<file path="src/rtl/bus_arbiter.sv">
// Two-port data bus arbiter: instruction fetch (m0) and load/store unit (m1) share one bus.
// LSU wins ties unless fetch has been passed over STARVE_LIMIT times; all outputs are registered.
module bus_arbiter #(
  parameter int unsigned WAIT_STATES  = 1,
  parameter int unsigned STARVE_LIMIT = 4
) (
  input  logic        clk,
  input  logic        reset_n,
  input  logic        m0_req,
  input  logic [31:0] m0_addr,
  output logic        m0_gnt,
  output logic        m0_done,
  output logic [31:0] m0_rdata,
  output logic        m0_exc,
  input  logic        m1_req,
  input  logic        m1_rw,
  input  logic [1:0]  m1_len,
  input  logic [31:0] m1_addr,
  input  logic [31:0] m1_wdata,
  output logic        m1_gnt,
  output logic        m1_done,
  output logic [31:0] m1_rdata,
  output logic        m1_exc,
  output logic        bus_rw,
  output logic [1:0]  bus_len,
  output logic [31:0] bus_addr,
  output logic [31:0] bus_write,
  input  logic [31:0] bus_read,
  input  logic        bus_exception
);

  localparam logic [3:0] WAIT_LOAD   = 4'(WAIT_STATES);
  localparam logic [3:0] STARVE_MAX  = 4'(STARVE_LIMIT);
  localparam logic [1:0] LEN_WORD    = 2'd2;
  localparam logic [1:0] LEN_ILLEGAL = 2'd3;

  typedef enum logic [1:0] {
    IDLE   = 2'd0,
    ACCESS = 2'd1,
    DONE   = 2'd2
  } state_t;

  state_t      state, state_nxt;
  logic        owner, owner_nxt;          // 0 = fetch, 1 = LSU
  logic [3:0]  wait_cnt, wait_nxt;
  logic [3:0]  starve_cnt, starve_nxt;
  logic        pick_m0, pick_m1, last_wait;

  logic        m0_gnt_nxt, m0_done_nxt, m0_exc_nxt;
  logic        m1_gnt_nxt, m1_done_nxt, m1_exc_nxt;
  logic [31:0] m0_rdata_nxt, m1_rdata_nxt;
  logic        bus_rw_nxt;
  logic [1:0]  bus_len_nxt;
  logic [31:0] bus_addr_nxt, bus_write_nxt;

  always_comb begin
    pick_m0   = m0_req && (!m1_req || (starve_cnt == STARVE_MAX));
    pick_m1   = m1_req && !pick_m0;
    last_wait = (wait_cnt <= 4'd1);
  end

  // State register
  always_ff @(posedge clk or negedge reset_n) begin
    if (!reset_n) state <= IDLE;
    else          state <= state_nxt;
  end

  // Next-state logic
  always_comb begin
    state_nxt = state;
    case (state)
      IDLE: begin
        if (pick_m0)      state_nxt = ACCESS;
        else if (pick_m1) state_nxt = (m1_len == LEN_ILLEGAL) ? DONE : ACCESS;
      end
      ACCESS:  if (last_wait) state_nxt = DONE;
      DONE:    state_nxt = IDLE;
      default: state_nxt = IDLE;
    endcase
  end

  // Output logic: next values for every registered output and counter
  always_comb begin
    owner_nxt     = owner;
    wait_nxt      = wait_cnt;
    starve_nxt    = starve_cnt;
    m0_gnt_nxt    = 1'b0;
    m0_done_nxt   = 1'b0;
    m0_exc_nxt    = m0_exc;
    m0_rdata_nxt  = m0_rdata;
    m1_gnt_nxt    = 1'b0;
    m1_done_nxt   = 1'b0;
    m1_exc_nxt    = m1_exc;
    m1_rdata_nxt  = m1_rdata;
    bus_rw_nxt    = bus_rw;
    bus_len_nxt   = bus_len;
    bus_addr_nxt  = bus_addr;
    bus_write_nxt = bus_write;
    case (state)
      IDLE: begin
        if (pick_m0) begin
          owner_nxt     = 1'b0;
          m0_gnt_nxt    = 1'b1;
          starve_nxt    = 4'd0;
          wait_nxt      = WAIT_LOAD;
          bus_rw_nxt    = 1'b0;
          bus_len_nxt   = LEN_WORD;
          bus_addr_nxt  = m0_addr;
          bus_write_nxt = 32'd0;
        end else if (pick_m1) begin
          owner_nxt  = 1'b1;
          m1_gnt_nxt = 1'b1;
          if (m0_req && (starve_cnt < STARVE_MAX)) starve_nxt = starve_cnt + 4'd1;
          // Illegal length is rejected without touching the bus
          if (m1_len == LEN_ILLEGAL) begin
            m1_exc_nxt   = 1'b1;
            m1_rdata_nxt = 32'd0;
          end else begin
            wait_nxt      = WAIT_LOAD;
            bus_rw_nxt    = m1_rw;
            bus_len_nxt   = m1_len;
            bus_addr_nxt  = m1_addr;
            bus_write_nxt = m1_wdata;
          end
        end
      end
      ACCESS: begin
        wait_nxt = wait_cnt - 4'd1;
        if (last_wait) begin
          wait_nxt = 4'd0;
          if (owner) begin
            m1_rdata_nxt = bus_read;
            m1_exc_nxt   = bus_exception;
          end else begin
            m0_rdata_nxt = bus_read;
            m0_exc_nxt   = bus_exception;
          end
          bus_rw_nxt    = 1'b0;
          bus_len_nxt   = 2'd0;
          bus_addr_nxt  = 32'd0;
          bus_write_nxt = 32'd0;
        end
      end
      DONE: begin
        if (owner) m1_done_nxt = 1'b1;
        else       m0_done_nxt = 1'b1;
      end
      default: ;
    endcase
  end

  always_ff @(posedge clk or negedge reset_n) begin
    if (!reset_n) begin
      owner      <= 1'b0;
      wait_cnt   <= 4'd0;
      starve_cnt <= 4'd0;
      m0_gnt     <= 1'b0;
      m0_done    <= 1'b0;
      m0_exc     <= 1'b0;
      m0_rdata   <= 32'd0;
      m1_gnt     <= 1'b0;
      m1_done    <= 1'b0;
      m1_exc     <= 1'b0;
      m1_rdata   <= 32'd0;
      bus_rw     <= 1'b0;
      bus_len    <= 2'd0;
      bus_addr   <= 32'd0;
      bus_write  <= 32'd0;
    end else begin
      owner      <= owner_nxt;
      wait_cnt   <= wait_nxt;
      starve_cnt <= starve_nxt;
      m0_gnt     <= m0_gnt_nxt;
      m0_done    <= m0_done_nxt;
      m0_exc     <= m0_exc_nxt;
      m0_rdata   <= m0_rdata_nxt;
      m1_gnt     <= m1_gnt_nxt;
      m1_done    <= m1_done_nxt;
      m1_exc     <= m1_exc_nxt;
      m1_rdata   <= m1_rdata_nxt;
      bus_rw     <= bus_rw_nxt;
      bus_len    <= bus_len_nxt;
      bus_addr   <= bus_addr_nxt;
      bus_write  <= bus_write_nxt;
    end
  end

endmodule

</file>
<file path="config.mk">
export PLATFORM = sky130hd
export DESIGN_NAME = bus_arbiter
export DESIGN_NICKNAME = d
export VERILOG_FILES = /design/src/rtl/bus_arbiter.sv
export SDC_FILE = /design/constraint.sdc
export NUM_CORES = 1
export LEC_CHECK = 0
export BUFFER_PORTS_ARGS = -buffer_cell sky130_fd_sc_hd__buf_2
export CORE_UTILIZATION = 43
export DETAILED_ROUTE_END_ITERATION = 8
export PLACE_DENSITY_LB_ADDON = 0.12
export SYNTH_ARGS = -nofsm -noshare
export SYNTH_HDL_FRONTEND = slang
export SYNTH_SLANG_ARGS = --single-unit
</file>
<file path="constraint.sdc">
create_clock -name clk -period 2 [get_ports clk]
set_input_delay 0.4 -clock clk [delete_from_list [all_inputs] [get_ports clk]]
set_output_delay 0.4 -clock clk [all_outputs]
set_load 0.02 [all_outputs]
</file>
== After elaboration in Yosys (flattened, before gate mapping) ==
Cells that the tools add are included.

* Equal/unequal tests: 11
* Mux-type cells: 55
* Multiply operators: 0
* Bitwise gates (word level): 1
* Add/sub/neg operators: 2
* Order comparisons: 2
* Divide/modulo/power cells: 0
* Shift operators: 0
* Reduce and logical (&&, ||, !) cells: 17

{| class="wikitable"
|+ Operator list
! cell !! count
|-
| 2-to-1 mux 32 bit || 12
|-
| case mux 32 bit (2 select lines) || 3
|-
| 2-to-1 mux 4 bit || 7
|-
| 2-to-1 mux 1 bit || 20
|-
| 2-to-1 mux 2 bit || 8
|-
| != test 2 bit, second input constant || 5
|-
| AND reduction 3 bit || 3
|-
| case mux 2 bit (2 select lines) || 2
|-
| case mux 4 bit (2 select lines) || 1
|-
| != test 3 bit, second input constant || 2
|-
| AND reduction 6 bit || 1
|-
| nonzero test 2 bit || 3
|-
| adder 4 x 1 -> 4 bit, second input constant || 1
|-
| == test 2 bit, second input constant || 2
|-
| == test 4 x 3 -> 1 bit, second input constant || 1
|-
| <= comparator 4 x 1 -> 1 bit, second input constant || 1
|-
| less-than comparator 4 x 3 -> 1 bit, second input constant || 1
|-
| case mux 1 bit (2 select lines) || 2
|-
| AND reduction 2 bit || 2
|-
| AND reduction 4 bit || 1
|-
| subtractor 4 x 1 -> 4 bit, second input constant || 1
|-
| logical AND 1 bit || 3
|-
| == test 2 x 1 -> 1 bit, second input constant || 1
|-
| logical NOT 1 bit || 2
|-
| 3 further kinds || 3
|}

* Word-level logic and storage cells: 104
* Bits in latches: 0
* ROM bits: 0
* Memories: 0
* Flip-flop bits (word level): 148
* Memory bits (writable): 0

== Depth between registers and ports, before layout ==
Gate-level depths: netlist of run 1.

* Depth after elaboration: 8
* Gate-level depth with buffers: 8
* Gate-level depth less buffers: 6

== Worst setup path after synthesis of run 1 ==
No wires, ideal clock.

* Path kind: flip-flop to flip-flop
* From: reg wait_cnt[0]
* To: reg m0_rdata[0]
* Setup time: 0.128 ns
* Slack: 0.137 ns
* Stages on the path, launching flop included: 8
* Required time: 1.872 ns
* Arrival time: 1.735 ns
* Path through: dfrtp_1 inv_1 ha_1 nor2_1 nor3_2 nor3b_2 buf_4 mux2_1

* Longest elaborated chain between the ends: 2

{| class="wikitable"
|+ RTL lines
! what !! line !! text
|-
| from (decl) || 45 || <nowiki>logic [3:0] wait_cnt, wait_nxt;</nowiki>
|-
| from (signal assigned) || 171 || <nowiki>wait_cnt <= wait_nxt;</nowiki>
|-
| <= comparator 4 x 1 -> 1 bit || 59 || <nowiki>last_wait = (wait_cnt <= 4'd1);</nowiki>
|-
| AND reduction 3 bit (no source line) || -- ||
|-
| to (signal assigned) || 176 || <nowiki>m0_rdata <= m0_rdata_nxt;</nowiki>
|-
| to (decl) || 13 || <nowiki>output logic [31:0] m0_rdata,</nowiki>
|}

No other way between the ends.
A chain may end at the register's enable or synchronous reset.

== Final worst setup path of run 1 ==
* From: reg wait_cnt[0]
* To: reg m0_rdata[18]

The elaborated chain is that of the path after synthesis.

==> summary.md, run 1 <==
| Metric | Value |
|---|---|
| Status | finished, violations left |
| Failing checks | setup timing |
| Fin util | 0.617 |
| Clk_skew | 4.17 ps |
| Root Buffer | clkbuf_16 |
| FF-to-FF setup slack | -7 ps |
| Vias per Instance | 5.05 |
| Initial antenna violation count | 1 |
| Hold Crit Class | input pin to register |
| VDD IR max | 0.000775 V |
| Yosys cell types | 39 |
| Largest net degree at the start of global routing | 48 |
| Critical R2R Capture | m0_rdata[18]$_DFFE_PN0P_ |
| Post-synth top area share | 0.598 |
| Vias in the first global route | 4,662 |
| Fin worst setup slack | -6.98 ps |
| Gr usage total | 0.208 |
| Max Cap Viol | 0 |
| Drt drc | 0 |
| Post-synth top cells | dfrtp_1 (148), mux2i_1 (67), inv_1 (41), nand2_1 (39), o2bb2ai_1 (34) |
| Pre-antenna DRT Iters | 4 |
| WL/cell | 16.4 um |
| Crit Path Class | register to register |
| R2R cell count | 8 |
| Main area contributors after synthesis | dfrtp_1 (60%), mux2i_1 (11%), mux2_1 (6.0%) |
| Cells after Synth | 473 |
| Cell count after placement | 914 |
| Setup TNS | -29.6 ps |
| FILL cells | 1,185 |
| Cell chain of the critical path | inv_2, ha_4, nor2_2, nor3_2, nor3b_4, buf_6, clkbuf_16, mux2_1 |
| Final std cells w/o fill | 954 |
| Min Tclk post-route | 2010 ps |
| Core Box Area | 14,000 um^2 |
| Crit-path slowest cell | dfrtp_2 |
| Worst EP arrival | 2310 ps |
| Placed Area | 7870 um^2 |
| Deepest clock path buffer count | 2 |
| Die Wd | 122 um |
| Worst hold slack | 216 ps |
| Row count | 43 |
| Final setup vio count | 8 |
| Max-slew violations | 0 |
| CTS Sinks | 148 |
| Synthesized flop and latch total | 148 |
| Clock Latency Late Sink | 420 ps |
| Sequential share of the synthesized area | 0.598 |
| Area delta synth->final | 39.3% |
| IO buf count | 272 |
| Antenna cells | 0 |
| First-pass GRT wire length | 23,800 um |
| HPWL after DPL | 10,800 um |
| Reg-to-reg startpoint | wait_cnt[0]$_DFFE_PN0P_ |
| Initial DRC count | 185 |
| Slowest stage delay, CP | 440 ps |
| Slew headroom | 0.709 |
| Leak | 4.66 nW |
| Starting Density | 0.443 |
| EDFF count, synth | 0 |
| Min-Delay Endpoint | bus_write[27]$_DFFE_PN0P_ |
| Max Clk Rate | 498 MHz |
| Ys flop type | dfrtp_1 |
| GRT Residual Overflow | 0 |
| Yosys warning count | 0 |
| Post-DRT Antenna Nets | 0 |
| Beginning of the worst hold path | m1_wdata[27] |
| Endpoint class of the critical path | register |
| CTS HTree Levels | 4 |
| Num ports | 273 |
| WHS Path Cells | 3 |
| Pwr per Cell Area | 1770 nW/um^2 |
| Total number of vias | 4,818 |
| Setup crit start kind | register |
| Asr flop ratio synth | 1.00 |
| Post-route cell area | 8630 um^2 |
| Count leader, synth | dfrtp_1 |
| Die area | 14,900 um^2 |
| Worst slack, placed | 30.7 ps |
| Critical Path RT | 2300 ps |
| Placer congestion estimate | 0.810 |
| Final-report hold violation count | 0 |
| Routed WL | 15,600 um |
| Mean Syn Cell Area | 13.1 um^2 |
| Clock buffer count from CTS | 17 |
| Chip height | 122 um |
| Pwr Total | 15.3 mW |
| Mapped cell area | 6190 um^2 |
| Slew @ Worst Pin | 436 ps |
| Yosys top cell by area | dfrtp_1 |
| TritonCTS clock tree | built |
| Layout cells sized above 1 | 0.443 |
| Clk pin slew, worst setup/hold paths | 60 ps |
| Fin crit share | 1.00 |
| Crit path max fanout | 8 |
| Final net count | 901 |
| Syn_nets | 613 |
==> layout by cell type (no fill, tap or decap), types with 8 or more instances in the layout <==
| cell | count |
|---|---|
| buf_2 | 271 |
| dfrtp_1 | 147 |
| mux2i_1 | 67 |
| inv_1 | 39 |
| nand2_1 | 39 |
| o2bb2ai_1 | 34 |
| a22o_1 | 33 |
| mux2_1 | 32 |
| clkbuf_16 | 19 |
| buf_4 | 9 |
| buf_12 | 8 |
==> report_power, final <==
group	leakage, nW	switching [mW]	internal [mW]
clock	0.291	1.28	2.01
combinational	2.50	4.07	2.88
sequential	1.87	0.752	4.30
==> state kept, by name, indices dropped and copies added (netlist names), 2 cells and up <==
register,count
bus_len,2
bus_addr,32
starve_cnt,4
bus_write,32
state,2
m1_rdata,32
wait_cnt,4
m0_rdata,32
==> area by class of cell <==
class                      count  area [um^2]  share of cell area
clock buffer                  18          439              0.0509
clock inverter                14          176              0.0204
inverter                      41          154              0.0178
multi-input combinational    258         2230               0.259
sequential                   148         3700               0.429
tap                          180          225              0.0261
timing repair buffer         295         1690               0.196
==> worst max path at each step <==
stage                                       start                  endpoint  slack (ps)  cells past startpoint
after floorplan           wait_cnt[0]$_DFFE_PN0P_   m0_rdata[0]$_DFFE_PN0P_         140                      7
final                     wait_cnt[0]$_DFFE_PN0P_  m0_rdata[18]$_DFFE_PN0P_          -7                      8
after global placement    wait_cnt[0]$_DFFE_PN0P_  m0_rdata[28]$_DFFE_PN0P_         140                      7
after global routing      wait_cnt[1]$_DFFE_PN0P_   m0_rdata[0]$_DFFE_PN0P_         -80                      8
after detailed placement  wait_cnt[0]$_DFFE_PN0P_  m0_rdata[20]$_DFFE_PN0P_          30                      7
after CTS                 wait_cnt[0]$_DFFE_PN0P_  m0_rdata[10]$_DFFE_PN0P_         0.9                      7
==> kinds of logic after synthesis <==
| family | after synthesis | synth area share |
|---|---|---|
| buffers and inverters | 67 | 0.0511 |
| AND/OR/NAND/NOR | 72 | 0.0608 |
| AO/OA/AOI/OAI | 81 | 0.113 |
| XOR/XNOR | 1 | 0.00141 |
| flip-flops | 148 | 0.598 |
| adder cells (fa/ha/maj) | 4 | 0.00808 |
| multiplexers | 100 | 0.168 |
==> critical path, delay by kind of cell (launching register included) <==
family / cells / cell delay (ps)
buffers and inverters: 3 / 410
multiplexers: 1 / 320
flip-flops: 1 / 440
AND/OR/NAND/NOR: 3 / 560
adder cells (fa/ha/maj): 1 / 150
==> what timing repair did <==
action,in CTS,in global routing
buffers inserted,0,4
setup endpoints to repair,0,33
hold buffers,1,0
resized for setup,0,12
hold endpoints to repair,42,0
==> per-layer routing <==
layer,GRT usage,part of all wire,up-vias
met5,0,0.00077,-
met4,0.0687,0.013,2
met3,0.0660,0.081,21
met2,0.329,0.49,199
met1,0.270,0.42,2352
li1,-,-,2244
(Power assumes the default switching activity.)
==> inputs of run 2 (changes only) <==
CORE_MARGIN = 5   (was not set)
==> run 2 against run 1 <==
Global-route usage is 2.0 points lower. Sequential share of layout area is essentially flat. Register-to-register slack better by 140 ps. Critical path depth did not move. Critical endpoint is now m0_rdata[13]$_DFFE_PN0P_. Wire length grew 3.1%. The run now ends clean. Largest cell class unchanged. Core utilization fell by 0.072 points.
==> summary.md, run 2 (synthesized netlist as in run 1, its figures left out) <==
| Metric | Value |
|---|---|
| Die Wd | 130 um |
| Root Buffer | clkbuf_16 |
| Die area | 16,900 um^2 |
| Crit path max fanout | 17 |
| Post-route cell area | 8620 um^2 |
| HPWL after DPL | 11,800 um |
| Footprint of the multi-input gates | 2200 um^2 |
| Slew headroom | 0.710 |
| Vias in the first global route | 5,018 |
| Row count | 43 |
| Hold Crit Class | input pin to register |
| Metal2 WL | 7900 um |
| Total number of vias | 4,802 |
| Status | finished, final reports clean |
| Core Box Area | 14,000 um^2 |
| Clk_skew | 5.45 ps |
| Clk pin slew, worst setup/hold paths | 60 ps |
| CTS HTree Levels | 4 |
| VDD IR max | 0.000757 V |
| Worst EP arrival | 2150 ps |
| Endpoint class of the critical path | register |
| Crit Path Class | register to register |
| GRT Residual Overflow | 0 |
| Resize count post-CTS | 0 |
| Clock Latency Late Sink | 410 ps |
| Num ports | 273 |
| Area delta synth->final | 39.1% |
| Slew @ Worst Pin | 434 ps |
| Final setup vio count | 0 |
| Vias per Instance | 5.04 |
| CTS Sinks | 148 |
| Setup TNS | 0 ps |
| Setup crit start kind | register |
| RSZ-0062 raised after global routing | false |
| Most frequent cells in the layout | buf_2 (271), dfrtp_1 (148), mux2i_1 (67), inv_1 (41), nand2_1 (39) |
| WL/cell | 16.9 um |
| Max Cap Viol | 0 |
| Fin crit share | 0.933 |
| Layout cells sized above 1 | 0.431 |
| Max-slew violations | 0 |
| Final-report hold violation count | 0 |
| Initial DRC count | 166 |
| Pwr per Cell Area | 1780 nW/um^2 |
| DR WL met3 | 1340 um |
| Final net count | 900 |
| Top layer in use | met5 |
| FF/Latch Area | 3700 um^2 |
| Drt drc | 0 |
| First-pass GRT wire length | 25,200 um |
| Pre-antenna DRT Iters | 4 |
| TritonCTS clock tree | built |
| Commonest non-fill, non-tap cell in the layout | buf_2 |
| Placed Area | 7910 um^2 |
| Max Clk Rate | 536 MHz |
| FILL cells | 1,131 |
| Routed WL | 16,100 um |
| Pwr Total | 15.3 mW |
| Starting Density | 0.443 |
| Placer congestion estimate | 0.786 |
| IO buf count | 272 |
| Initial antenna violation count | 1 |
| Min Tclk post-route | 1870 ps |
| Leak | 4.66 nW |
| Post-DRT Antenna Nets | 0 |
| Clock buffer count from CTS | 17 |
| Chip height | 130 um |
| Critical Path RT | 2290 ps |
| Deepest clock path buffer count | 2 |
| Gr usage total | 0.188 |
| Antenna cells | 0 |
| Largest net degree at the start of global routing | 46 |
| Metal-1 WL | 6700 um |
run 2: cell count changes in the layout (fill, tap and decap cells not counted), moves of 2 or more:
cell | before | now
clkbuf_1 | 0 | 2
ha_1 | 2 | 4
inv_2 | 2 | 0
buf_12 | 8 | 10
inv_1 | 39 | 41
ha_4 | 2 | 0
bufinv_16 | 3 | 5
run 2: worst paths after layout:
| path | from | endpoint | slack [ps] | depth (start not counted) |
|---|---|---|---|---|
| max | wait_cnt[0]$_DFFE_PN0P_ | m0_rdata[13]$_DFFE_PN0P_ | 130 | 8 |
| min | bus_read[28] | m0_rdata[28]$_DFFE_PN0P_ | 220 | 2 |
| max in group asynchronous | reset_n | m0_rdata[26]$_DFFE_PN0P_ | 930 | 3 |
| min reg2reg | m0_rdata[0]$_DFFE_PN0P_ | m0_rdata[0]$_DFFE_PN0P_ | 480 | 1 |
| min in group asynchronous | reset_n | m1_rdata[8]$_DFFE_PN0P_ | 460 | 2 |
| max reg2reg | wait_cnt[0]$_DFFE_PN0P_ | m0_rdata[13]$_DFFE_PN0P_ | 130 | 8 |
run 2: power by group:
| group | internal (mW) | switching, mW | leakage [nW] | total [mW] |
|---|---|---|---|---|
| Sequential | 4.29 | 0.754 | 1.87 | 5.05 |
| Combinational | 2.79 | 4.00 | 2.49 | 6.80 |
| Clock | 2.25 | 1.23 | 0.303 | 3.48 |
| Total | 9.34 | 5.99 | 4.66 | 15.3 |
run 2: timing repair:
item                                    4_1_cts  5_1_grt
endpoints found under the setup margin        0        2
hold buffers                                  1        0
setup buffers                                 0        2
hold endpoints to repair                     32        0
run 2: per-layer routing:
metal | up-vias | GRT usage
li1 | 2244 | -
met1 | 2352 | 0.245
met2 | 189 | 0.308
met3 | 15 | 0.0549
met4 | 2 | 0.0538
met5 | - | 0
run 2: cell type report:
cell class | count | share of cell area
clock buffers | 20 | 0.0518
repair buffers | 294 | 0.195
inverters | 41 | 0.0179
flip-flops and latches | 148 | 0.430
well taps | 180 | 0.0261
clock inverters | 12 | 0.0235
multi-input cells | 258 | 0.256
run 2: critical path: stages, from the launching register on:
cell     delay, ps
dfrtp_1        400
inv_1           80
ha_1           180
nor2_1          80
nor3_2         140
nor3b_4        210
buf_4          150
buf_12         160
mux2_1         340
run 2: per-stage QoR:
stage | cells | hold slack, ps | setup slack (ps) | utilization
6_report | 953 | 223 | 134 | 0.616
3_3_place_gp | 916 | 325 | 198 | 0.565
2_1_floorplan | 473 | 104 | 137 | -
4_1_cts | 949 | 201 | 117 | 0.612
3_5_place_dp | 916 | 326 | 147 | 0.565
5_1_grt | 953 | 213 | 4.33 | 0.616
